==> src/rtl/input_debounce.sv <==
// Per-bit synchroniser plus stable-count debounce filter for asynchronous board inputs.
// Produces clean levels and registered one-cycle rise/fall pulses per bit.
module input_debounce #(
    parameter int N           = 5,
    parameter int CNT_MAX     = 1_000_000,
    parameter int SYNC_STAGES = 2
) (
    input  logic         clk,
    input  logic         reset,
    input  logic [N-1:0] raw_in,
    output logic [N-1:0] db_out,
    output logic [N-1:0] rise_pulse,
    output logic [N-1:0] fall_pulse
);

    localparam int             CW       = $clog2(CNT_MAX + 1);
    localparam logic [CW-1:0]  CNT_LAST = CW'(CNT_MAX - 1);

    logic [SYNC_STAGES-1:0][N-1:0] sync_q;
    logic [N-1:0]                  s;

    // NOTE: raw_in feeds the first flop directly; any gate in front of it could glitch on async edges.
    always_ff @(posedge clk or posedge reset) begin
        if (reset) begin
            sync_q <= '0;
        end else begin
            sync_q[0] <= raw_in;
            for (int k = 1; k < SYNC_STAGES; k++) begin
                sync_q[k] <= sync_q[k-1];
            end
        end
    end

    assign s = sync_q[SYNC_STAGES-1];

    for (genvar i = 0; i < N; i++) begin : g_bit
        logic [CW-1:0] cnt;
        logic          db_q;
        logic          rise_q;
        logic          fall_q;

        // Counter tracks consecutive cycles of disagreement; agreement discards it.
        always_ff @(posedge clk or posedge reset) begin
            if (reset) begin
                cnt    <= '0;
                db_q   <= 1'b0;
                rise_q <= 1'b0;
                fall_q <= 1'b0;
            end else begin
                rise_q <= 1'b0;
                fall_q <= 1'b0;
                if (s[i] == db_q) begin
                    cnt <= '0;
                end else if (cnt == CNT_LAST) begin
                    cnt    <= '0;
                    db_q   <= s[i];
                    rise_q <= s[i];
                    fall_q <= ~s[i];
                end else begin
                    cnt <= cnt + 1'b1;
                end
            end
        end

        assign db_out[i]     = db_q;
        assign rise_pulse[i] = rise_q;
        assign fall_pulse[i] = fall_q;
    end

endmodule

==> config.mk <==
export PLATFORM = sky130hd
export DESIGN_NAME = input_debounce
export DESIGN_NICKNAME = d
export VERILOG_FILES = /design/src/rtl/input_debounce.sv
export SDC_FILE = /design/constraint.sdc
export NUM_CORES = 1
export LEC_CHECK = 0
export ABC_AREA = 1
export CORE_MARGIN = 4
export CORE_UTILIZATION = 25
export DETAILED_ROUTE_END_ITERATION = 6
export GPL_TIMING_DRIVEN = 0
export MAX_ROUTING_LAYER = met4
export PLACE_DENSITY = 0.45
export SETUP_SLACK_MARGIN = 0.1
export SLEW_MARGIN = 25
export SYNTH_ARGS = -nofsm -noshare
export SYNTH_HDL_FRONTEND = slang
export SYNTH_SLANG_ARGS = --single-unit
==> constraint.sdc <==
create_clock -name clk -period 5.3 [get_ports clk]
set_input_delay 0.795 -clock clk [delete_from_list [all_inputs] [get_ports clk]]
set_output_delay 0.795 -clock clk [all_outputs]
set_load 0.03 [all_outputs]
# [After elaboration in Yosys (flattened, before gate mapping)]
# Index checks and enable logic that the tools add are counted.
[word_totals] reg_bits=125 output_inout_bits=15 wordCells=82
[op_classes] n_addsub=5 n_eq_ne=10 n_mux=30 bitwise=10 n_reduce_logical=5
[ops] operator="$mux 20" count=10
[ops] operator="$add 20x1->20 const B" count=5
[ops] operator="$eq 20x20->1 const B" count=5
[ops] operator="$mux 1" count=20
[ops] operator="$not 1->1" count=10
[ops] operator="$reduce_and 2->1" count=5
[ops] operator="$eq 1x1->1" count=5

# [Logic depth before layout (Yosys ltp)]
[depth] depth_word=3 ltp_mapped=9 ltp_nobuf=9

# [Worst setup path before layout]
# OpenSTA, ideal clock, no wires.
[synth_path] path_type="register to register" start="register g_bit[1].cnt[0]" end="register g_bit[1].cnt[12]" arrival_ns=1.308 t_required_ns=5.170 slack_ns=3.862 path_stages_with_launch=9 path_buffers=0 cell_sequence="dfrtp_1 ha_1 nand3_1 inv_1 nand2_1 nor2_2 or2_2 nand2_1 nor2_1"
[synth_between] elab_chain_cells=3 elab_cells_between_ends=4 cone_classes="add/sub: 1; eq/ne: 1; mux: 2"
[synth_rtl] element="start, declared" line="37" text="logic [CW-1:0] cnt;"
[synth_rtl] element="start signal, assigned" line="60" text="cnt <= cnt + 1'b1;"
[synth_rtl] element="$add 20x1->20 / $eq 20x20->1 (equally long branches)" line="60, 54"
[synth_rtl] element="$mux 20 (*)" line="54" text="end else if (cnt == CNT_LAST) begin"
[synth_rtl] element="$mux 20 (*)" line="52" text="if (s[i] == db_q) begin"
# Every way passes the cells marked *; elsewhere a longest branch is shown, timed or not.
# A chain may end at the register's enable or synchronous reset.

# [Worst setup path in the final report]
[layout_path] start="register g_bit[4].db_q" end="output port db_out[4]"
[layout_rtl] element="start, declared" line="38" text="logic db_q;"
[layout_rtl] element="start signal, assigned" line="56" text="db_q <= s[i];"
[layout_rtl] element="end, declared" line="11" text="output logic [N-1:0] db_out,"
# No word-level cell between the ends.

==> impl_metrics.py <==
metrics = {
    "status": {
        "status": "completed",
    },
    "synth": {
        "synth_most_common_cell": "nor2_1",
        "synth_cell_types": 32,
        "yosysWarningCount": 0,
        "synth_top_area_cell": "dfrtp_1",
        "synth.area.top_cells": "dfrtp_1, nor2_1, nand2_1",
        "synth_top_area_share_pct": 47.48,
        "yosys_register_bits": 125,
        "seq_area_frac_synth_pct": 47.48,
        "synthArstFlopShare_pct": 100.0,
        "mappedNetlistNets": 831,
        "ys.flop_type": "dfrtp_1",
        "synth_edf_count": 0,
        "synth_top_cells_by_count": "nor2_1, nand2_1, dfrtp_1",
        "synthCells": 819,
        "syn_area_um2": 6588,
        "synth_area_per_cell_um2": 8.043,
    },
    "clock_network": {
        "cts_buffer_depth": 2,
        "clk_pin_slew_ns": 0.05,
        "hold_buffers": 0,
        "clockRootBuffer": "clkbuf_16",
        "cts_made_buffers": 17,
        "cts.repair.resized": 0,
        "clock_sink_count": 125,
        "cts-htree-levels": 4,
        "post-cts-setup-buffers": 0,
        "cts_tree": "done",
        "worstSkewPairLatency_ns": 0.41,
    },
    "worst_setup_path": {
        "worstPathArrival_ns": 1.57,
        "worstSetupEndpointType": "primary output",
        "cp_top_family": "buffers and inverters",
        "start_kind": "flop",
        "cp_slowest_cell": "clkdlybuf4s50_1",
        "worst-path-max-fanout": 4,
        "worstPathCellList": "buf_4, clkdlybuf4s50_1",
        "worst-path-buf-inv": 2,
        "cp_data_required_time_ns": 4.51,
        "worst-setup-path-type": "reg2out",
        "cpPeakStageDelay_ns": 0.66,
    },
    "sta": {
        "period_share_pct": 44.70,
        "fin_setup_tns_ns": 0,
        "max_slew_margin_pct": 66.25,
        "tightestPinTransition_ns": 0.5063,
        "finalSetupViolCount": 0,
        "final_max_slew_viol_count": 0,
        "hold_viol": 0,
        "fin_skew_ns": 0.008281,
        "max_freq_mhz": 422.1,
        "rsz0062_at_grt": "false",
        "period_needed_ns": 2.369,
    },
    "run": {
        "cap_viol_max_count": 0,
    },
    "placement": {
        "dp_hpwl_um": 9956,
        "finalWeightedCongestion": 0.8377,
        "placed_cells": 1176,
        "numPortBuffers": 21,
    },
    "drt": {
        "ant_nets": 0,
        "via_count": 5119,
        "routed_wl_um": 13870,
        "viasPerCell": 4.238,
        "drt_iter0_markers": 240,
        "drt_first_pass_iters": 5,
        "drc": 0,
        "wl_per_cell_um": 11.48,
    },
    "die": {
        "initial_core_util_pct": 25.35,
        "die-width_um": 170.3,
        "ioPinCount": 22,
        "core_um2": 25980,
        "rows": 59,
        "chipHeight_um": 170.3,
        "dieArea_um2": 29010,
    },
    "cells_and_area": {
        "layout.cells.non_filler": 1208,
        "fin_nets": 872,
        "antenna_cells": 0,
        "syn_to_final_growth_pct": 19.32,
        "layout-drive-gt1-share_pct": 12.03,
        "finish.utilization_pct": 30.25,
    },
    "min_path": {
        "hold_class": "reg2reg",
    },
    "power_and_ir_drop": {
        "powerDensity_nw_per_um2": 285.6,
        "pwr-share-clk_pct": 53.3,
        "p_switching_mw": 0.5027,
        "sw_frac_of_total_pct": 22.39,
        "combPwrFrac_pct": 3.0,
        "leakagePower_nw": 3.200,
        "intPower_mw": 1.742,
        "pwr-share-seq_pct": 43.6,
        "peakVddDrop_mv": 0.1641,
    },
    "grt": {
        "antenna_found_initial": 0,
        "grt_max_degree": 95,
        "grt-ovfl-total": 0,
        "grt_usage_pct": 10.68,
        "grt_pass1_wl_um": 24560,
        "grt_pass1_vias": 5054,
    },
}
## final cells by class
cell class	count	area, um2
buffer	17	121.4
clock buffer	19	442.9
clock inverter	13	165.2
fill	2774	18120
inverter	72	277.8
multi-input combinational	605	3068
sequential	125	3128
tap	335	419.2
timing repair buffer	22	237.7
## cell families after synthesis
kind of cell / count (synthesis) / synth area share (%)
AND/OR/NAND/NOR: 522 / 36.73
XOR/XNOR: 49 / 6.515
adder cells (fa/ha/maj): 5 / 0.9497
buffers and inverters: 89 / 5.945
AO/OA/AOI/OAI: 29 / 2.374
flip-flops: 125 / 47.48
## per-stage QoR
stage                     setup slack, ns  hold WS (ns)  cell area [um2]  power, mW
after detailed placement            3.334        0.3426             7252      1.068
after global placement             -1.111        0.3377             7217      1.066
after floorplan                     1.177        0.3312             6588      1.041
final                               2.931        0.3594             7860      2.245
after global routing                2.867        0.3667             7860      2.335
after CTS                           2.889        0.3602             7860      2.289
## metal layers
| layer | global-route usage, % | routed length, um | up-vias |
|---|---|---|---|
| met1 | 14.30 | 7116 | 2369 |
| met2 | 16.08 | 6140 | 67 |
| met4 | 2.847 | 141 | 0 |
| li1 | - | - | 2672 |
| met5 | - | 0 | - |
| met3 | 2.834 | 473 | 11 |
## registers in the layout, indices dropped and copies added, names as in the netlist
signal / count
s: 5
g_bit.cnt: 100
g_bit.rise_q: 5
g_bit.fall_q: 5
sync_q: 5
g_bit.db_q: 5
## worst register-to-register path: stages, from the launching register on
cell and delay, ns:
dfrtp_1 0.37, ha_1 0.21, nand3_1 0.15, nor2_2 0.27, nand3_2 0.21, nand2_1 0.25
nor2_1 0.08
## cells in the final DEF (no fill, tap or decap), types with 3 or more instances in the layout
cell type / instances
nand4_1: 12
inv_1: 70
clkdlybuf4s50_1: 21
nand3_4: 3
clkinvlp_4: 4
nand3_1: 73
ha_1: 5
dfrtp_1: 125
o21bai_1: 4
bufinv_16: 3
nor2_2: 20
nand2_1: 136
nor2_4: 7
buf_4: 15
nand3b_1: 3
nand2_2: 9
nor3_1: 22
o21ai_0: 6
clkbuf_16: 17
nor2_1: 213
xnor2_1: 18
xor2_1: 31
nor3b_1: 5
nand3_2: 8
o21ai_1: 3
a21oi_1: 15
## final timing paths
| check | from | endpoint | slack [ns] | cells past startpoint |
|---|---|---|---|---|
| setup / recovery | g_bit[4].db_q | db_out[4] | 2.93 | 2 |
| hold / removal | sync_q[3] | s[3] | 0.36 | 0 |
| setup reg to reg | g_bit[4].cnt[0] | g_bit[4].cnt[9] | 3.64 | 6 |
| hold reg to reg | sync_q[3] | s[3] | 0.36 | 0 |
| max in group asynchronous | reset | g_bit[0].fall_q | 3.83 | 3 |
| min in group asynchronous | reset | g_bit[2].cnt[18] | 0.75 | 2 |
## power groups by stage
stage | Sequential [mW] | Combinational [mW] | Clock, mW
final | 0.979 | 0.0683 | 1.20
after global routing | 0.981 | 0.0812 | 1.27
after CTS | 0.979 | 0.0724 | 1.24
after detailed placement | 0.996 | 0.0720 | 0
after global placement | 0.997 | 0.0690 | 0
after floorplan | 0.993 | 0.0476 | 0
(Power assumes the default switching activity.)
